===== config.mk =====
export PLATFORM = sky130hd
export DESIGN_NAME = uart_mm_peripheral
export DESIGN_NICKNAME = d
export VERILOG_FILES = /design/src/rtl/uart_mm_peripheral.sv
export SDC_FILE = /design/constraint.sdc
export NUM_CORES = 1
export LEC_CHECK = 0
export CORE_MARGIN = 2
export CORE_UTILIZATION = 35
export CTS_BUF_LIST = sky130_fd_sc_hd__clkbuf_8
export CTS_CLUSTER_SIZE = 14
export DETAILED_ROUTE_END_ITERATION = 8
export PLACE_DENSITY = 0.55
export SLEW_MARGIN = 20
export SYNTH_ARGS = -nofsm -noshare
export SYNTH_HDL_FRONTEND = slang
export SYNTH_SLANG_ARGS = --single-unit
export TNS_END_PERCENT = 1

===== constraint.sdc =====
create_clock -name clk -period 3.5 [get_ports clk]
set_input_delay 0.35 -clock clk [delete_from_list [all_inputs] [get_ports clk]]
set_output_delay 0.35 -clock clk [all_outputs]
set_load 0.02 [all_outputs]

===== src/rtl/uart_mm_peripheral.sv =====
// Memory-mapped 8N1 UART: TXDATA, RXDATA, STATUS, BAUDDIV and CTRL at word offsets 0-4,
// with one transmitter and one receiver sharing a programmable cycles-per-bit divider.
module uart_mm_peripheral #(
  parameter int DEFAULT_BAUDDIV = 434,
  parameter int MIN_BAUDDIV     = 4
) (
  input  logic        clk,
  input  logic        rst,
  input  logic        Select,
  input  logic        Write,
  input  logic [31:0] Addr,
  input  logic [31:0] DataIn,
  output logic [31:0] DataOut,
  output logic        tx,
  input  logic        rx
);

  typedef enum logic [1:0] {IDLE, START, DATA, STOP} uart_state_t;

  function automatic logic [15:0] sat_div(input logic [15:0] d);
    logic [15:0] r;
    r = (d < 16'(MIN_BAUDDIV)) ? 16'(MIN_BAUDDIV) : d;
    return r;
  endfunction

  logic [2:0]  off;
  logic        wr_ev, rd_ev;
  logic        wr_txdata, wr_status, wr_baud, wr_ctrl, rd_rxdata;
  logic [7:0]  txdata, rxdata;
  logic [15:0] bauddiv;
  logic        rx_en, rx_valid, rx_overrun, frame_err, tx_busy;
  logic        unused_bits;

  assign off       = Addr[2:0];
  assign wr_ev     = Select & Write;
  assign rd_ev     = Select & ~Write;
  assign wr_txdata = wr_ev && (off == 3'd0);
  assign wr_status = wr_ev && (off == 3'd2);
  assign wr_baud   = wr_ev && (off == 3'd3);
  assign wr_ctrl   = wr_ev && (off == 3'd4);
  assign rd_rxdata = rd_ev && (off == 3'd1);
  assign unused_bits = ^{Addr[31:3], DataIn[31:16]};

  // ---------------- transmitter ----------------
  uart_state_t tx_state, tx_state_n;
  logic [15:0] tx_cnt, tx_div;
  logic [2:0]  tx_bit;
  logic [7:0]  tx_shift;
  logic        tx_tick;

  assign tx_tick = (tx_cnt == tx_div - 16'd1);
  assign tx_busy = (tx_state != IDLE);
  assign tx      = (tx_state == START) ? 1'b0 : (tx_state == DATA) ? tx_shift[0] : 1'b1;

  always_ff @(posedge clk) begin
    if (rst) tx_state <= IDLE;
    else     tx_state <= tx_state_n;
  end

  always_comb begin
    tx_state_n = tx_state;
    case (tx_state)
      IDLE:    if (wr_txdata) tx_state_n = START;
      START:   if (tx_tick) tx_state_n = DATA;
      DATA:    if (tx_tick && (tx_bit == 3'd7)) tx_state_n = STOP;
      STOP:    if (tx_tick) tx_state_n = IDLE;
      default: tx_state_n = IDLE;
    endcase
  end

  always_ff @(posedge clk) begin
    if (rst) begin
      tx_cnt <= 16'd0;
      tx_bit <= 3'd0;
      tx_div <= 16'(DEFAULT_BAUDDIV);
    end else if (tx_state == IDLE) begin
      tx_cnt <= 16'd0;
      tx_bit <= 3'd0;
      if (wr_txdata) tx_div <= bauddiv;
    end else if (tx_tick) begin
      tx_cnt <= 16'd0;
      if (tx_state == DATA) tx_bit <= tx_bit + 3'd1;
    end else begin
      tx_cnt <= tx_cnt + 16'd1;
    end
  end

  always_ff @(posedge clk) begin
    if (tx_state == IDLE && wr_txdata) tx_shift <= DataIn[7:0];
    else if (tx_state == DATA && tx_tick) tx_shift <= tx_shift >> 1;
  end

  // ---------------- receiver: rx_p0/rx_p1 synchronize, rx_p2 holds the previous sample ----------------
  logic        rx_p0, rx_p1, rx_p2;
  uart_state_t rx_state, rx_state_n;
  logic [15:0] rx_cnt, rx_div;
  logic [2:0]  rx_bit;
  logic [7:0]  rx_shift;
  logic        rx_tick, rx_half, rx_fall, rx_deliver;

  always_ff @(posedge clk) begin
    if (rst) begin
      rx_p0 <= 1'b1;
      rx_p1 <= 1'b1;
      rx_p2 <= 1'b1;
    end else begin
      rx_p0 <= rx;
      rx_p1 <= rx_p0;
      rx_p2 <= rx_p1;
    end
  end

  assign rx_tick    = (rx_cnt == rx_div - 16'd1);
  assign rx_half    = (rx_cnt == (rx_div >> 1) - 16'd1);
  assign rx_fall    = rx_p2 & ~rx_p1;
  assign rx_deliver = (rx_state == STOP) && rx_tick;

  always_ff @(posedge clk) begin
    if (rst) rx_state <= IDLE;
    else     rx_state <= rx_state_n;
  end

  always_comb begin
    rx_state_n = rx_state;
    case (rx_state)
      IDLE:    if (rx_en && rx_fall) rx_state_n = START;
      START:   if (rx_half) rx_state_n = rx_p1 ? IDLE : DATA;
      DATA:    if (rx_tick && (rx_bit == 3'd7)) rx_state_n = STOP;
      STOP:    if (rx_tick) rx_state_n = IDLE;
      default: rx_state_n = IDLE;
    endcase
  end

  // Divider is re-captured every idle cycle, so it holds the value seen at frame start.
  always_ff @(posedge clk) begin
    if (rst) begin
      rx_cnt <= 16'd0;
      rx_bit <= 3'd0;
      rx_div <= 16'(DEFAULT_BAUDDIV);
    end else if (rx_state == IDLE) begin
      rx_cnt <= 16'd0;
      rx_bit <= 3'd0;
      rx_div <= bauddiv;
    end else if ((rx_state == START) ? rx_half : rx_tick) begin
      rx_cnt <= 16'd0;
      if (rx_state == DATA) rx_bit <= rx_bit + 3'd1;
    end else begin
      rx_cnt <= rx_cnt + 16'd1;
    end
  end

  always_ff @(posedge clk) begin
    if (rx_state == DATA && rx_tick) rx_shift <= {rx_p1, rx_shift[7:1]};
  end

  // ---------------- register file; error set wins over a coincident W1C ----------------
  always_ff @(posedge clk) begin
    if (rst) begin
      txdata     <= 8'd0;
      rxdata     <= 8'd0;
      bauddiv    <= 16'(DEFAULT_BAUDDIV);
      rx_en      <= 1'b1;
      rx_valid   <= 1'b0;
      rx_overrun <= 1'b0;
      frame_err  <= 1'b0;
    end else begin
      if (wr_txdata && !tx_busy) txdata <= DataIn[7:0];
      if (wr_baud) bauddiv <= sat_div(DataIn[15:0]);
      if (wr_ctrl) rx_en <= DataIn[0];
      if (rx_deliver && (!rx_valid || rd_rxdata)) begin
        rxdata   <= rx_shift;
        rx_valid <= 1'b1;
      end else if (rd_rxdata) begin
        rx_valid <= 1'b0;
      end
      if (rx_deliver && rx_valid && !rd_rxdata) rx_overrun <= 1'b1;
      else if (wr_status && DataIn[2])          rx_overrun <= 1'b0;
      if (rx_deliver && !rx_p1)                 frame_err <= 1'b1;
      else if (wr_status && DataIn[3])          frame_err <= 1'b0;
    end
  end

  always_comb begin
    DataOut = 32'd0;
    case (off)
      3'd0:    DataOut = {24'd0, txdata};
      3'd1:    DataOut = {24'd0, rxdata};
      3'd2:    DataOut = {28'd0, frame_err, rx_overrun, rx_valid, tx_busy};
      3'd3:    DataOut = {16'd0, bauddiv};
      3'd4:    DataOut = {31'd0, rx_en};
      default: DataOut = 32'd0;
    endcase
  end

endmodule

==> reports/metrics.sh, run 1 <==
HOLDPATHSTAGES=1
IRDROPWORSTVDD_mV=0.232
HOLD_CLASS='reg -> reg'
LAYOUT_SETUP_WS_NS=0.248
POST_SYNTH_MUX_AREA_SHARE_PCT=3.79
MOSTFREQUENTLAYOUTCELLS='160 x sky130_fd_sc_hd__nand2_1, 113 x sky130_fd_sc_hd__dfxtp_1, 65 x sky130_fd_sc_hd__nor2_1, 56 x sky130_fd_sc_hd__xnor2_1, 54 x sky130_fd_sc_hd__a21oi_1'
TIMING.CRITICAL_PATH.REQUIRED_NS=3.63
DIE-AREA_SQ_MM=0.0215
GRT_ANTENNA_BEFORE_REPAIR=0
CTS_TREE='built'
DRT-INITIAL-DRC-COUNT=442
POST-PLACE-CELLS=1138
FINALNONFILLERCELLS=1170
COMBINATIONAL_FAMILY_WITH_THE_MOST_AREA_AFTER_SYNTHESIS='simple AND/OR/NAND/NOR gates'
CTS.SINKS=129
GLOBAL_PLACER_S_FINAL_WEIGHTED_CONGESTION=0.826
CRIT_TYPE='reg -> reg'
PLACEMENT_ROWS=52
LOGIC_DEPTH_OF_THE_WORST_REGISTER_TO_REGISTER_PATH=9
SYNTH_TOP_FLOP_CELL='sky130_fd_sc_hd__dfxtp_1'
SYNTH_CELLS=858
STARTPOINT='tx_div[0]'
LARGEST_NET_DEGREE_AT_THE_START_OF_GLOBAL_ROUTING=58
START_UTIL_PCT=35.3
POST_CTS_REPAIR_SETUP_BUFFERS=0
GRT_PASS1_VIAS=5488
FIN_SETUP_TNS_NS=0
TIMING.FMAX_GHz=0.307
WORSTMARGINPINSLEW_NS=0.766
FINALNETCOUNT=969
FINAL.FILL_COUNT=2059
SYNTH.YOSYS.SEQ_AREA_SHARE_PCT=38.6
FINAL_AREA_SQ_MM=0.00816
WIRE_PER_INST_UM=15.1
DIE_H_UM=146
WORSTSETUPSTARTPOINTTYPE='flip-flop'
POSTROUTEWIRELENGTH_UM=17700
LAYOUT_COMMONEST_CELL='sky130_fd_sc_hd__nand2_1'
CTS_ROOT_BUF='sky130_fd_sc_hd__clkbuf_8'
HOLD_VIOLATION_COUNT_IN_THE_FINAL_REPORT=0
DESIGN_POWER_TOTAL_mW=3.29
CHIPWIDTH_UM=146
CTS_BUFFERS=17
CTS.HTREE.LEVELS=4
TIMING.HOLD.WS_NS=0.418
FIN_CRIT_SH_PCT=92.9
DRTPASS1ITERATIONS=5
RESULT_OF_THE_RUN='complete, no violations'
CTS_HOLD_REPAIR.BUFFERS=0
SOURCE_TO_SINK_CLOCK_DELAY_AT_THE_LATER_PIN_OF_THE_WORST_SKEW_PAIR_NS=0.46
YS_ASYNC_SR_FRACTION_PCT=0
FINALCLOCKSKEW_NS=0.0159
TIMING.CRITICAL_PATH.FANOUT_MAX=8
POSTCTSRESIZEDCELLS=0
WORST_SETUP_PATH_END_KIND='flip-flop'
FLOW.AREA_GROWTH_FROM_SYNTHESIS_PCT=14.8
MIN_FROM='rx_p0'
SYNTH-XOR-AREA-SHARE_PCT=10.6
PORTBUFFERS=40
VIAS=5847
CELLLEAKAGEPOWER_nW=2.84
YS_FF_LATCH=129
LAYOUT.CORE_UTILIZATION_PCT=40.6
SYN-MEAN-INSTANCE-AREA_SQ_UM=8.28
WORSTPATHARRIVAL_NS=3.38
DRC_ERRORS=0
RSZ0062_AT_GRT='false'
GRT_USAGE_PCT=16.9
POWER-PER-CELL-AREA_mW_PER_MM2=403
SYNTH_EDF_COUNT=16
SYNTH_SIMPLE_GATE_AREA_SHARE_PCT=27.5
DRTANTENNAVIOLNETS=0
DPL.HPWL_UM=12800
MAX_TRANSITION_MARGIN_PCT=48.7
GRT_FIRST_PASS_WIRELENGTH_UM=29000
SYNTH_WARNINGS=0
YOSYS.AREA_SHARE.ADDER_PCT=2.29
POST-ROUTE-MIN-PERIOD_NS=3.25
NETLIST-CELL-TYPE-COUNT=76
CLOCKBUFFERDEPTH=2
MAXCAPVIOLATIONS=0
CLKTRANSATPATHREGS_NS=0.09
SYNTH_COMPOUND_GATE_AREA_SHARE_PCT=11.3
SYNTH.CELL_AREA_SQ_MM=0.00710
INSERTEDDIODECOUNT=0
TIMING.FINAL.MAX_SLEW_VIOLATIONS=0
PRECTSSETUPSLACK_NS=0.219
DRT-VIAS-PER-INSTANCE=5.00
POST_DP_CELL_AREA_SQ_MM=0.00774
WORSTREG2REGSTART='tx_div[0]'
PLACEABLECOREAREA_SQ_MM=0.0201
IO_PINS=102
GRT_REMAINING_OVERFLOW=0
FINALSETUPVIOLATIONS=0
DRIVE_ABOVE_1_SHARE_PCT=11.1
## state kept, by name, summed over array words and instances (netlist names), 2 cells and up, named ones only
register  cells
bauddiv      16
rx_bit        3
rx_cnt       16
rx_div       16
rx_shift      8
rxdata        8
tx_bit        3
tx_cnt       16
tx_div       16
tx_shift      8
tx_state      2
txdata        8
## report_power, final
part | total (mW) | switching, mW | leakage [nW] | internal (mW)
Sequential | 1.55 | 0.0321 | 1.06 | 1.52
Combinational | 0.377 | 0.234 | 1.57 | 0.144
Clock | 1.36 | 0.747 | 0.214 | 0.615
## cell families after synthesis
kind of cell | count (synthesis)
AO/OA/AOI/OAI | 121
XOR/XNOR | 86
adder cells (fa/ha/maj) | 13
buffers and inverters | 90
flip-flops | 129
multiplexers | 23
other | 1
AND/OR/NAND/NOR | 395
## critical path: stages (launching register included)
cell,delay [ns]
sky130_fd_sc_hd__dfxtp_1,0.37
sky130_fd_sc_hd__inv_1,0.08
sky130_fd_sc_hd__ha_1,0.16
sky130_fd_sc_hd__or4b_4,0.50
sky130_fd_sc_hd__or4_4,0.51
sky130_fd_sc_hd__a2111oi_4,0.37
sky130_fd_sc_hd__o2111ai_1,0.17
sky130_fd_sc_hd__nor4b_2,0.35
sky130_fd_sc_hd__nand3_2,0.13
sky130_fd_sc_hd__nand2_1,0.29
## synth_stat cells, types with 4 or more instances
library cell	count	area share, %
sky130_fd_sc_hd__a21o_1	5	0.53
sky130_fd_sc_hd__a21oi_1	54	3.8
sky130_fd_sc_hd__a31oi_1	9	0.79
sky130_fd_sc_hd__and2_1	10	0.88
sky130_fd_sc_hd__and3_1	5	0.44
sky130_fd_sc_hd__buf_2	6	0.42
sky130_fd_sc_hd__buf_4	16	1.7
sky130_fd_sc_hd__clkbuf_1	44	2.3
sky130_fd_sc_hd__dfxtp_1	113	32
sky130_fd_sc_hd__edfxtp_1	16	6.8
sky130_fd_sc_hd__ha_1	13	2.3
sky130_fd_sc_hd__inv_1	20	1.1
sky130_fd_sc_hd__mux2i_1	19	2.7
sky130_fd_sc_hd__nand2_1	160	8.5
sky130_fd_sc_hd__nand3_1	41	2.9
sky130_fd_sc_hd__nand4_1	12	1.1
sky130_fd_sc_hd__nand4b_1	4	0.49
sky130_fd_sc_hd__nor2_1	65	3.4
sky130_fd_sc_hd__nor2_2	10	0.88
sky130_fd_sc_hd__nor2b_1	9	0.79
sky130_fd_sc_hd__nor3_1	21	1.5
sky130_fd_sc_hd__nor4_1	12	1.1
sky130_fd_sc_hd__nor4b_1	6	0.74
sky130_fd_sc_hd__o211ai_1	6	0.63
sky130_fd_sc_hd__o21ai_0	14	0.99
sky130_fd_sc_hd__or2_2	7	0.62
sky130_fd_sc_hd__or3_1	7	0.62
sky130_fd_sc_hd__xnor2_1	56	6.9
sky130_fd_sc_hd__xor2_1	30	3.7
## worst paths after layout
check | to | slack (ns)
hold / removal | rx_p1 | 0.42
setup / recovery | tx_shift[5] | 0.25
hold reg to reg | rx_p1 | 0.42
setup reg to reg | tx_shift[5] | 0.25
## metal layers
layer	vias to the layer above	global-route usage, %	wire length, um
met5	-	0	0
met4	0	5.44	281
met3	23	3.47	643
met2	112	26.4	7980
met1	2736	23.4	8770
li1	2976	-	-
## final cells by class
class	instances	area (sq um)	share of cell area, %
repair buffers	64	588	7.21
multi-input cells	654	4000	49.0
clock inverters	15	180	2.21
well taps	270	338	4.14
clock buffers	17	234	2.87
inverters	21	78.8	0.966
flip-flops and latches	129	2740	33.6
Power figures use the tool's default switching activity.
==> run 2, diff against run 1 <==
Settings changed: ABC_AREA set to 1, RECOVER_POWER set to 100.
==> reports/metrics.sh, run 2 <==
SYN-MEAN-INSTANCE-AREA_SQ_UM=7.21  # was 8.28 sq um
DRT-VIAS-PER-INSTANCE=4.67  # was 5.00
TIMING.HOLD.WS_NS=0.434  # was 0.418 ns
CELLLEAKAGEPOWER_nW=3.47  # was 2.84 nW
YS_ASYNC_SR_FRACTION_PCT=0  # unchanged
IO_PINS=102  # unchanged
WORST_R2R_ENDPOINT='rxdata[2]'  # was tx_shift[5]
CLOCKBUFFERDEPTH=2  # unchanged
FINALNETCOUNT=1125  # was 969
HOLD_CLASS='reg -> reg'  # unchanged
CTS.HTREE.LEVELS=4  # unchanged
WORSTREG2REGSTART='rx_div[0]'  # was tx_div[0]
FINALNONFILLERCELLS=1326  # was 1170
GLOBAL_PLACER_S_FINAL_WEIGHTED_CONGESTION=0.869  # was 0.826
POST-ROUTE-MIN-PERIOD_NS=3.26  # was 3.25 ns
SYNTH.MOST_COMMON_CELL='sky130_fd_sc_hd__nand2_1'  # unchanged
HOLD_PATH_END='rx_p1'  # unchanged
CLKTRANSATPATHREGS_NS=0.09  # about the same
TIMING.FMAX_GHz=0.307  # about the same
HOLDPATHSTAGES=1  # unchanged
R2R_SETUP_SLACK_NS=0.49  # was 0.25 ns
START_UTIL_PCT=35.8  # was 35.3%
GRT_ANTENNA_BEFORE_REPAIR=0  # unchanged
POST_CTS_REPAIR_SETUP_BUFFERS=0  # unchanged
SYNTH.TOP_CELLS.BY_COUNT='213 x sky130_fd_sc_hd__nand2_1, 128 x sky130_fd_sc_hd__nor2_1, 113 x sky130_fd_sc_hd__dfxtp_1'  # was 160 x sky130_fd_sc_hd__nand2_1, 113 x sky130_fd_sc_hd__dfxtp_1, 65 x sky130_fd_sc_hd__nor2_1
GRT_FIRST_PASS_WIRELENGTH_UM=29000  # about the same
YS_TOP_CELLS_BY_AREA='sky130_fd_sc_hd__dfxtp_1 31%, sky130_fd_sc_hd__nand2_1 11%, sky130_fd_sc_hd__edfxtp_1 6.6%, sky130_fd_sc_hd__nor2_1 6.6%, sky130_fd_sc_hd__xor2_1 6.4%'  # was sky130_fd_sc_hd__dfxtp_1 32%, sky130_fd_sc_hd__nand2_1 8.5%, sky130_fd_sc_hd__xnor2_1 6.9%, sky130_fd_sc_hd__edfxtp_1 6.8%, sky130_fd_sc_hd__a21oi_1 3.8%
VIAS=6199  # was 5847
CTS_TREE='built'  # unchanged
MAXCAPVIOLATIONS=0  # unchanged
DRIVE_ABOVE_1_SHARE_PCT=6.34  # was 11.1%
PLACEABLECOREAREA_SQ_MM=0.0203  # was 0.0201 sq mm
WORST_SETUP_PATH_END_KIND='output port'  # was flip-flop
LAYOUT_COMMONEST_CELL='sky130_fd_sc_hd__nand2_1'  # unchanged
CTS_HOLD_REPAIR.BUFFERS=0  # unchanged
DRTPASS1ITERATIONS=5  # unchanged
LAYOUT.CORE_UTILIZATION_PCT=40.5  # was 40.6%
WORSTMARGINPINSLEW_NS=1.30  # was 0.766 ns
IRDROPWORSTVDD_mV=0.244  # was 0.232 mV
MOSTFREQUENTLAYOUTCELLS='214 x sky130_fd_sc_hd__nand2_1, 130 x sky130_fd_sc_hd__nor2_1, 113 x sky130_fd_sc_hd__dfxtp_1, 105 x sky130_fd_sc_hd__inv_1, 71 x sky130_fd_sc_hd__nand3_1'  # was 160 x sky130_fd_sc_hd__nand2_1, 113 x sky130_fd_sc_hd__dfxtp_1, 65 x sky130_fd_sc_hd__nor2_1, 56 x sky130_fd_sc_hd__xnor2_1, 54 x sky130_fd_sc_hd__a21oi_1
FLOW.AREA_GROWTH_FROM_SYNTHESIS_PCT=13.2  # was 14.8%
DPL.HPWL_UM=13800  # was 12800 um
CTS.SINKS=129  # unchanged
CTS_ROOT_BUF='sky130_fd_sc_hd__clkbuf_8'  # unchanged
LAYOUT_SETUP_WS_NS=0.241  # was 0.248 ns
FINAL_AREA_SQ_MM=0.00822  # was 0.00816 sq mm
LOGIC_DEPTH_OF_THE_WORST_REGISTER_TO_REGISTER_PATH=13  # was 9
FINALCLOCKSKEW_NS=0.0241  # was 0.0159 ns
MAX_TRANSITION_MARGIN_PCT=13.3  # was 48.7%
DRC_ERRORS=0  # unchanged
PRECTSSETUPSLACK_NS=0.621  # was 0.219 ns
HOLD_VIOLATION_COUNT_IN_THE_FINAL_REPORT=0  # unchanged
POST-PLACE-CELLS=1294  # was 1138
POSTCTSRESIZEDCELLS=0  # unchanged
DESIGN_POWER_TOTAL_mW=3.33  # was 3.29 mW
MIN_FROM='rx_p0'  # unchanged
NETLIST-CELL-TYPE-COUNT=44  # was 76
TIMING.CRITICAL_PATH.REQUIRED_NS=3.15  # was 3.63 ns
SYNTH_TOP_FLOP_CELL='sky130_fd_sc_hd__dfxtp_1'  # unchanged
GRT_REMAINING_OVERFLOW=0  # unchanged
SYNTH.CELL_AREA_SQ_MM=0.00726  # was 0.00710 sq mm
SYNTH_EDF_COUNT=16  # unchanged
CRIT_TYPE='in -> out'  # was reg -> reg
POSTROUTEWIRELENGTH_UM=18200  # was 17700 um
INSERTEDDIODECOUNT=0  # unchanged
GRT_PASS1_VIAS=5670  # was 5488
DRT-INITIAL-DRC-COUNT=334  # was 442
FIN_CRIT_SH_PCT=93.1  # was 92.9%
POWER-PER-CELL-AREA_mW_PER_MM2=405  # was 403 mW/mm^2
RESULT_OF_THE_RUN='complete, no violations'  # unchanged
WORSTPATHARRIVAL_NS=2.91  # was 3.38 ns
POST_DP_CELL_AREA_SQ_MM=0.00786  # was 0.00774 sq mm
POST-SYNTH-TOP-AREA-FRACTION_PCT=31.2  # was 31.8%
DRTANTENNAVIOLNETS=0  # unchanged
PLACEMENT_ROWS=52  # unchanged
YOSYSTOPAREACELL='sky130_fd_sc_hd__dfxtp_1'  # unchanged
RSZ0062_AT_GRT='false'  # unchanged
GRT_USAGE_PCT=16.8  # was 16.9%
SYNTH_WARNINGS=0  # unchanged
WIRE_PER_INST_UM=13.7  # was 15.1 um
TIMING.FINAL.MAX_SLEW_VIOLATIONS=0  # unchanged
SYNTH_CELLS=1007  # was 858
DIE_H_UM=148  # was 146 um
YS_FF_LATCH=129  # unchanged
SOURCE_TO_SINK_CLOCK_DELAY_AT_THE_LATER_PIN_OF_THE_WORST_SKEW_PAIR_NS=0.45  # was 0.46 ns
WORSTSETUPSTARTPOINTTYPE='input port'  # was flip-flop
PORTBUFFERS=40  # unchanged
CHIPWIDTH_UM=148  # was 146 um
TIMING.CRITICAL_PATH.FANOUT_MAX=9  # was 8
SYNTH.YOSYS.SEQ_AREA_SHARE_PCT=37.8  # was 38.6%
FIN_SETUP_TNS_NS=0  # unchanged
DIE-AREA_SQ_MM=0.0219  # was 0.0215 sq mm
LARGEST_NET_DEGREE_AT_THE_START_OF_GLOBAL_ROUTING=34  # was 58
CTS_BUFFERS=17  # unchanged
FINALSETUPVIOLATIONS=0  # unchanged
[run 2: cell count changes in the layout (fill, tap and decap cells not counted), sizes merged, moves of 15 or more]
cell           previous run  this run
mux2i                    19         0
clkdlybuf4s50            39        24
dlygate4sd3               0        16
xnor2                    56        30
xor2                     30        54
inv                      32       116
nor2                     75       144
nand2                   161       222
buf                      25         2
o21ai                    15        48
nand3                    42        72
[run 2: critical path: stages]
cell and delay (ns):
sky130_fd_sc_hd__dlygate4sd3_1 0.59, sky130_fd_sc_hd__nor3_1 0.89, sky130_fd_sc_hd__a22oi_1 0.26, sky130_fd_sc_hd__nand2_1 0.14
sky130_fd_sc_hd__dlygate4sd3_1 0.68
[run 2: power by group]
part / switching (mW) / internal, mW / leakage, nW
Clock: 0.709 / 0.670 / 0.205
Sequential: 0.0411 / 1.53 / 1.06
Combinational: 0.241 / 0.138 / 2.21
Total: 0.991 / 2.34 / 3.47
[run 2: logic make-up after synthesis]
family / synth area share, %
buffers and inverters: 9.00
AOI/OAI and AO/OA: 9.01
adders and majority gates: 2.24
other: 0.0517
and+or+nand+nor: 31.7
DFF: 37.8
xor gates and xnor gates: 10.2
[run 2: area by class of cell]
| class | instances | area, sq um |
|---|---|---|
| sequential | 129 | 2740 |
| multi-input combinational | 740 | 3880 |
| clock inverter | 15 | 185 |
| clock buffer | 17 | 234 |
| timing repair buffer | 47 | 434 |
| inverter | 108 | 405 |
| tap | 270 | 338 |
| fill | 2137 | 12100 |
[run 2: layer usage]
layer | GRT usage, % | up-vias | share of wire (%)
met5 | 0 | - | 0
met4 | 4.43 | 0 | 0.80
met3 | 3.33 | 10 | 3.1
met2 | 26.9 | 108 | 46
met1 | 23.2 | 2814 | 50
li1 | - | 3267 | -
[run 2: how the worst max path moves through the flow]
stage                     startpoint          end  slack [ns]
after floorplan            tx_div[0]  tx_shift[0]        1.19
after global placement     tx_div[0]  tx_shift[2]        0.62
after detailed placement   tx_div[0]  tx_shift[3]        0.62
after CTS                  tx_div[0]  tx_shift[5]        0.60
after global routing         Addr[1]   DataOut[6]        0.18
final                        Addr[1]   DataOut[6]        0.24
